File: config.mk
export PLATFORM = sky130hd
export DESIGN_NAME = draw_queue_controller
export DESIGN_NICKNAME = d
export VERILOG_FILES = /design/src/rtl/draw_queue_controller.sv
export SDC_FILE = /design/constraint.sdc
export NUM_CORES = 1
export LEC_CHECK = 0
export ABC_AREA = 1
export BUFFER_PORTS_ARGS = -buffer_cell sky130_fd_sc_hd__buf_4
export CAP_MARGIN = 15
export CELL_PAD_IN_SITES_DETAIL_PLACEMENT = 1
export CELL_PAD_IN_SITES_GLOBAL_PLACEMENT = 2
export CORE_UTILIZATION = 30
export CTS_CLUSTER_SIZE = 8
export DETAILED_ROUTE_END_ITERATION = 8
export PLACE_DENSITY_LB_ADDON = 0.1
export SYNTH_ARGS = -nofsm -noshare
export SYNTH_HDL_FRONTEND = slang
export SYNTH_SLANG_ARGS = --single-unit
File: constraint.sdc
create_clock -name clk -period 1.9 [get_ports clk]
set_clock_uncertainty 0.05 [all_clocks]
set_input_delay 0.57 -clock clk [delete_from_list [all_inputs] [get_ports clk]]
set_output_delay 0.57 -clock clk [all_outputs]
set_load 0.02 [all_outputs]
File: src/rtl/draw_queue_controller.sv
// rtl/draw_queue_controller.sv - queued drawing-command dispatcher with watchdog
//
// Purpose: buffers up to DEPTH command words from command_interface and hands
// them one at a time to the rasterizer with a single-cycle trigger pulse. It
// waits for r_done before the next dispatch. A watchdog bounds that wait. The
// block also provides abort/flush, sticky error flags and occupancy reporting.
//
// Ports:
//   clk          - clock, all state updates on the rising edge
//   rst_n        - asynchronous active-low reset
//   start        - enqueue request (one-cycle pulse)
//   cmd_in       - command word captured when start is accepted
//   r_done       - rasterizer completion pulse
//   abort        - flush the queue and cancel the in-flight command
//   err_clr      - clear the sticky error flags
//   trigger      - one-cycle dispatch pulse to the rasterizer
//   cmd_out      - command currently dispatched, held until the next dispatch
//   busy         - dispatcher active or queue not empty
//   full         - queue holds DEPTH entries
//   level        - queued entries, excluding the in-flight command
//   cmd_done     - one-cycle pulse when the in-flight command completes
//   timeout_err  - sticky, watchdog expired
//   overflow_err - sticky, start arrived while the queue was full
module draw_queue_controller #(
   parameter int CMD_W   = 16,
   parameter int DEPTH   = 4,
   parameter int TIMEOUT = 1024,
   parameter int LVL_W   = $clog2(DEPTH + 1),
   parameter int TMR_W   = (TIMEOUT > 0) ? $clog2(TIMEOUT + 1) : 1
) (
   input  logic             clk,
   input  logic             rst_n,
   input  logic             start,
   input  logic [CMD_W-1:0] cmd_in,
   input  logic             r_done,
   input  logic             abort,
   input  logic             err_clr,
   output logic             trigger,
   output logic [CMD_W-1:0] cmd_out,
   output logic             busy,
   output logic             full,
   output logic [LVL_W-1:0] level,
   output logic             cmd_done,
   output logic             timeout_err,
   output logic             overflow_err
);

   localparam int PTR_W = (DEPTH > 1) ? $clog2(DEPTH) : 1;
   localparam logic [TMR_W-1:0] TMR_LAST = TMR_W'((TIMEOUT > 0) ? TIMEOUT - 1 : 0);
   localparam logic [LVL_W-1:0] LVL_FULL = LVL_W'(DEPTH);

   typedef enum logic [1:0] {
      IDLE      = 2'd0,
      TRIG      = 2'd1,
      WAIT_DONE = 2'd2
   } state_t;

   state_t            state;
   state_t            state_nxt;

   logic [CMD_W-1:0]  mem [DEPTH];
   logic [PTR_W-1:0]  wr_ptr;
   logic [PTR_W-1:0]  rd_ptr;
   logic [LVL_W-1:0]  level_q;
   logic [TMR_W-1:0]  timer;

   logic              push;
   logic              pop;
   logic              wd_expire;
   logic              timeout_set;
   logic              overflow_set;
   logic              trigger_nxt;
   logic              cmd_done_nxt;
   logic [CMD_W-1:0]  cmd_out_nxt;
   logic [TMR_W-1:0]  timer_nxt;

   // full comes from the pre-edge level, so a pop in the same cycle does not
   // make room for a push.
   assign full  = (level_q == LVL_FULL);
   assign level = level_q;
   assign busy  = (state != IDLE) || (level_q != '0);

   assign push         = start && !full && !abort;
   assign overflow_set = start && full && !abort;
   assign wd_expire    = (TIMEOUT != 0) && (timer == TMR_LAST);

   // Queue storage has no reset; only the pointers define its contents.
   always_ff @(posedge clk) begin
      if (push) begin
         mem[wr_ptr] <= cmd_in;
      end
   end

   // State register and all registered outputs.
   always_ff @(posedge clk or negedge rst_n) begin
      if (!rst_n) begin
         state        <= IDLE;
         wr_ptr       <= '0;
         rd_ptr       <= '0;
         level_q      <= '0;
         timer        <= '0;
         trigger      <= 1'b0;
         cmd_done     <= 1'b0;
         cmd_out      <= '0;
         timeout_err  <= 1'b0;
         overflow_err <= 1'b0;
      end else begin
         state    <= state_nxt;
         trigger  <= trigger_nxt;
         cmd_done <= cmd_done_nxt;
         cmd_out  <= cmd_out_nxt;
         timer    <= timer_nxt;

         if (abort) begin
            wr_ptr  <= '0;
            rd_ptr  <= '0;
            level_q <= '0;
         end else begin
            if (push) begin
               wr_ptr <= wr_ptr + 1'b1;
            end
            if (pop) begin
               rd_ptr <= rd_ptr + 1'b1;
            end
            case ({push, pop})
               2'b10:   level_q <= level_q + 1'b1;
               2'b01:   level_q <= level_q - 1'b1;
               default: level_q <= level_q;
            endcase
         end

         // A set event in the same cycle as err_clr keeps the flag set.
         timeout_err  <= timeout_set  || (timeout_err  && !err_clr);
         overflow_err <= overflow_set || (overflow_err && !err_clr);
      end
   end

   // Next-state logic.
   always_comb begin
      state_nxt = state;
      if (abort) begin
         state_nxt = IDLE;
      end else begin
         case (state)
            IDLE:      if (level_q != '0) state_nxt = TRIG;
            TRIG:      state_nxt = WAIT_DONE;
            WAIT_DONE: if (r_done || wd_expire) state_nxt = IDLE;
            default:   state_nxt = IDLE;
         endcase
      end
   end

   // Output / datapath next values.
   always_comb begin
      pop          = 1'b0;
      trigger_nxt  = 1'b0;
      cmd_done_nxt = 1'b0;
      timeout_set  = 1'b0;
      cmd_out_nxt  = cmd_out;
      timer_nxt    = timer;
      if (abort) begin
         timer_nxt = '0;
      end else begin
         case (state)
            IDLE: begin
               if (level_q != '0) begin
                  pop         = 1'b1;
                  trigger_nxt = 1'b1;
                  cmd_out_nxt = mem[rd_ptr];
               end
            end
            TRIG: begin
               // r_done is deliberately ignored here; the watchdog starts fresh.
               timer_nxt = '0;
            end
            WAIT_DONE: begin
               // r_done takes precedence over a simultaneous watchdog expiry.
               if (r_done) begin
                  cmd_done_nxt = 1'b1;
               end else if (wd_expire) begin
                  timeout_set = 1'b1;
               end else begin
                  timer_nxt = timer + 1'b1;
               end
            end
            default: begin
               trigger_nxt = 1'b0;
            end
         endcase
      end
   end

endmodule

==> impl_metrics.csv <==
group,metric,value,unit
pwr,power_leakage,2.284,nW
routing,vias,3117,
die,die_w,122.8,um
die,pin_count,47,
synthesis,synth-simple-area-share,19.19,%
synthesis,synth_fa_ha_area_share,1.887,%
routing,drcViolationCount,0,
pwr,ir_worst_vdd,0.4814,mV
cells_and_area,layout-drive-gt1-share,22.06,%
place,portBuffers,46,
synthesis,synth_cell_type_count,31,
clocking,clk_latency,0.35,ns
job,cap_violations,0,
global_routing,grt_pass1_vias,3277,
clocking,htree_levels,3,
worst_setup_path,worstSetupPathType,"reg2out",
worst_setup_path,reg2reg_depth,11,
pwr,seqPwrFrac,40.2,%
synthesis,muxShareOfSynthArea,0,%
global_routing,grt_max_degree,41,
pwr,internal_power,0.004733,W
worst_setup_path,crit_path_top_delay_cell,"dfrtp_1",
die,start_util,31.16,%
worst_setup_path,path_cells,"nor2_4, buf_6, nand3_2, buf_6",
cells_and_area,final_cells,665,
synthesis,netlist_area,4375,um^2
worst_setup_path,crit_required,1.28,ns
die,fp-row-count,43,
sta,fin_crit,1.849,ns
sta,slew_viol_final,0,
worst_setup_path,critPathLaunchType,"flop",
global_routing,grt_remaining_overflow,0,
cells_and_area,register_area,2924,um^2
min_path,hold_path.class,"in2async",
synthesis,ys_seq_elements,104,
synthesis,avgSynthCellArea,10.62,um^2
clocking,clockBufferDepth,2,
synthesis,synth_cells,412,
routing,first_pass_iters,4,
pwr,p_clk_share,25.7,%
synthesis,syn-num-nets,440,
routing,drt-wirelength-per-cell,15.99,um
synthesis,synth_top_family_by_area,"simple AND/OR/NAND/NOR gates",
place,gp_congestion,0.7190,
die,fp.dieArea,15070,um^2
sta,final.setup.tns,0,ns
synthesis,synth-compound-area-share,7.892,%
sta,worstMarginPinSlew,0.6017,ns
cells_and_area,num-fill-cells,1561,
worst_setup_path,worstPathMaxFanout,3,
clocking,cts_root_buf,"clkbuf_16",
pwr,comb_power_share,34.1,%
global_routing,grt_first_pass_wirelength,17.04,mm
clocking,cts_tree,"built",
worst_setup_path,r2r_slack,0.10,ns
outcome,status,"completed",
clocking,clock-sinks,104,
synthesis,synth-xor-area-share,0.4003,%
cells_and_area,syn_to_final_growth,24.48,%
global_routing,antenna_found_initial,0,
routing,antenna_left,0,
worst_setup_path,startpoint,"state[1]",
sta,setup_viol,0,
worst_setup_path,cp.arrival,1.23,ns
cells_and_area,num_antenna_cells,0,
routing,dr.first_iter.drc_count,120,
pwr,p_sw,0.002532,W
cells_and_area,multiInputGateArea,1315,um^2
routing,via_per_inst,4.687,
worst_setup_path,r2r_start,"level[2]",
sta,whs,0.1706,ns
synthesis,ys_seq_area_share,66.80,%
sta,hold_viol_final,0,
pwr,p_sw_share,34.86,%
clocking,numCtsBuffers,9,
sta,finalCritPeriodShare,97.31,%
place,hpwl,6.982,mm
cells_and_area,nets,508,
die,core,14040,um^2
routing,drt_wl_total,10.63,mm
die,die_h,122.8,um
worst_setup_path,r2r_end,"level[2]",
worst_setup_path,worst_path_most_repeated_cell,"buf_6",
worst_setup_path,critPathMaxStageDelay,0.42,ns
place,placed_cells,646,
sta,rsz0062_at_grt,"true",
synthesis,yosysWarnings,0,
sta,slew_headroom,59.89,%
clocking,path_clk_slew,0.07,ns
pwr,power_per_cell_area,1334,nW/um^2
worst_setup_path,endpoint_kind,"output port",
global_routing,track_usage,15.46,%
sta,fmax,0.5409,GHz
==> stage by stage <==
step                setup slack (ns)  util, %  area [um^2]  power, W
global route                -0.02802    38.79         5446  0.007732
floorplan                    -0.2436        -         4375  0.004339
global placement             0.05702    36.26         5091  0.005316
CTS                         0.001325    38.50         5406  0.007307
detailed placement           0.01139    36.26         5091  0.005360
finish                       0.05120    38.79         5446  0.007265
==> cell type report <==
type	count	area share, %
Sequential cell	104	53.69
Inverter	28	1.930
Clock inverter	6	1.195
Timing Repair Buffer	70	10.71
Clock buffer	10	4.204
Multi-Input combinational cell	267	24.14
Tap cell	180	4.135
==> Yosys cell counts <==
library cell    n  area (um^2)
inv_2           5        18.77
fa_1            1        20.02
xnor2_1         2        17.52
nor3b_1         1        7.510
clkbuf_1        7        26.28
inv_1          23        86.33
o21ai_0        39        195.2
ha_1            5        62.56
a21oi_1         5        25.02
nand3_4         1        17.52
nand2_2         2        12.51
a31oi_1         1        6.260
o21ai_1         1        5.000
buf_6           1        11.26
a21o_1          1        7.510
nand3b_1        2        15.01
nand4_2         1        12.51
nor2_4          2        22.52
or2_1           1        6.260
nand4_1         1        6.260
nand3_1        21        105.1
buf_2           2        10.01
buf_1           2        7.510
nand2_4         2        22.52
nor2_1         49        183.9
buf_4           1        7.510
nor2_2          3        18.77
edfxtp_1       64         1922
dfrtp_1        40         1001
nand2_1       109        409.1
o22ai_1        17        106.4
==> worst max path at each step <==
stage                      to  slack (ns)
floorplan           mem[0][0]       -0.24
global placement     level[2]        0.06
detailed placement   level[2]        0.01
CTS                      busy       0.001
global route         level[2]       -0.03
finish                   busy        0.05
==> layout by cell type, fill, tap and decap left out, drive strengths merged <==
master  instances
nand3b          2
nor2           54
a21o            1
bufinv          1
buf            70
a21oi           5
o21ai          40
nor3b           1
fa              1
clkinv          3
xnor2           2
a31oi           1
nand3          22
clkbuf         10
dfrtp          40
or2             1
inv            30
edfxtp         64
nand2         113
nand4           2
o22ai          17
ha              5
==> power by group through the flow <==
stage	combinational (W)	clock, W	sequential [W]
final	0.00248	0.00187	0.00292
after floorplan	0.00114	0	0.00320
after detailed placement	0.00241	0	0.00295
after CTS	0.00246	0.00193	0.00291
after global placement	0.00238	0	0.00294
after global routing	0.00277	0.00200	0.00296
==> worst max-delay path, delay by kind of cell (launching register included) <==
family / cells / cell delay [ns]
buffers and inverters: 2 / 0.25
DFF: 1 / 0.42
and+or+nand+nor: 2 / 0.21
==> timing repair <==
| action | CTS | global route |
|---|---|---|
| gates resized for setup | 2 | 9 |
| hold buffers | 0 | 0 |
| pin swaps | 1 | 3 |
| endpoints found under the setup margin | 2 | 4 |
| setup buffers | 2 | 1 |
==> logic make-up (layout without fill, tap and decap cells) <==
| logic type | Yosys count | after routing |
|---|---|---|
| adders and majority gates | 6 | 6 |
| and+or+nand+nor | 195 | 195 |
| xor gates and xnor gates | 2 | 2 |
| buffers and inverters | 41 | 114 |
| AOI/OAI and AO/OA | 64 | 64 |
| DFF | 104 | 104 |
==> registers in the layout (all words and copies together) (netlist names) <==
signal / count
overflow_err: 1
cmd_out: 16
cmd_done: 1
timer: 11
mem: 64
timeout_err: 1
wr_ptr: 2
rd_ptr: 2
level: 3
trigger: 1
state: 2
==> layer usage <==
metal	global-route usage, %	up-vias	wire [um]	part of all wire (%)
li1	-	1522	-	-
met1	19.72	1536	4930	46
met2	25.00	46	5127	48
met3	3.996	13	407	3.8
met4	6.098	0	167	1.6
met5	0	-	0	0
Note: power is estimated with default switching activity, not from simulation.
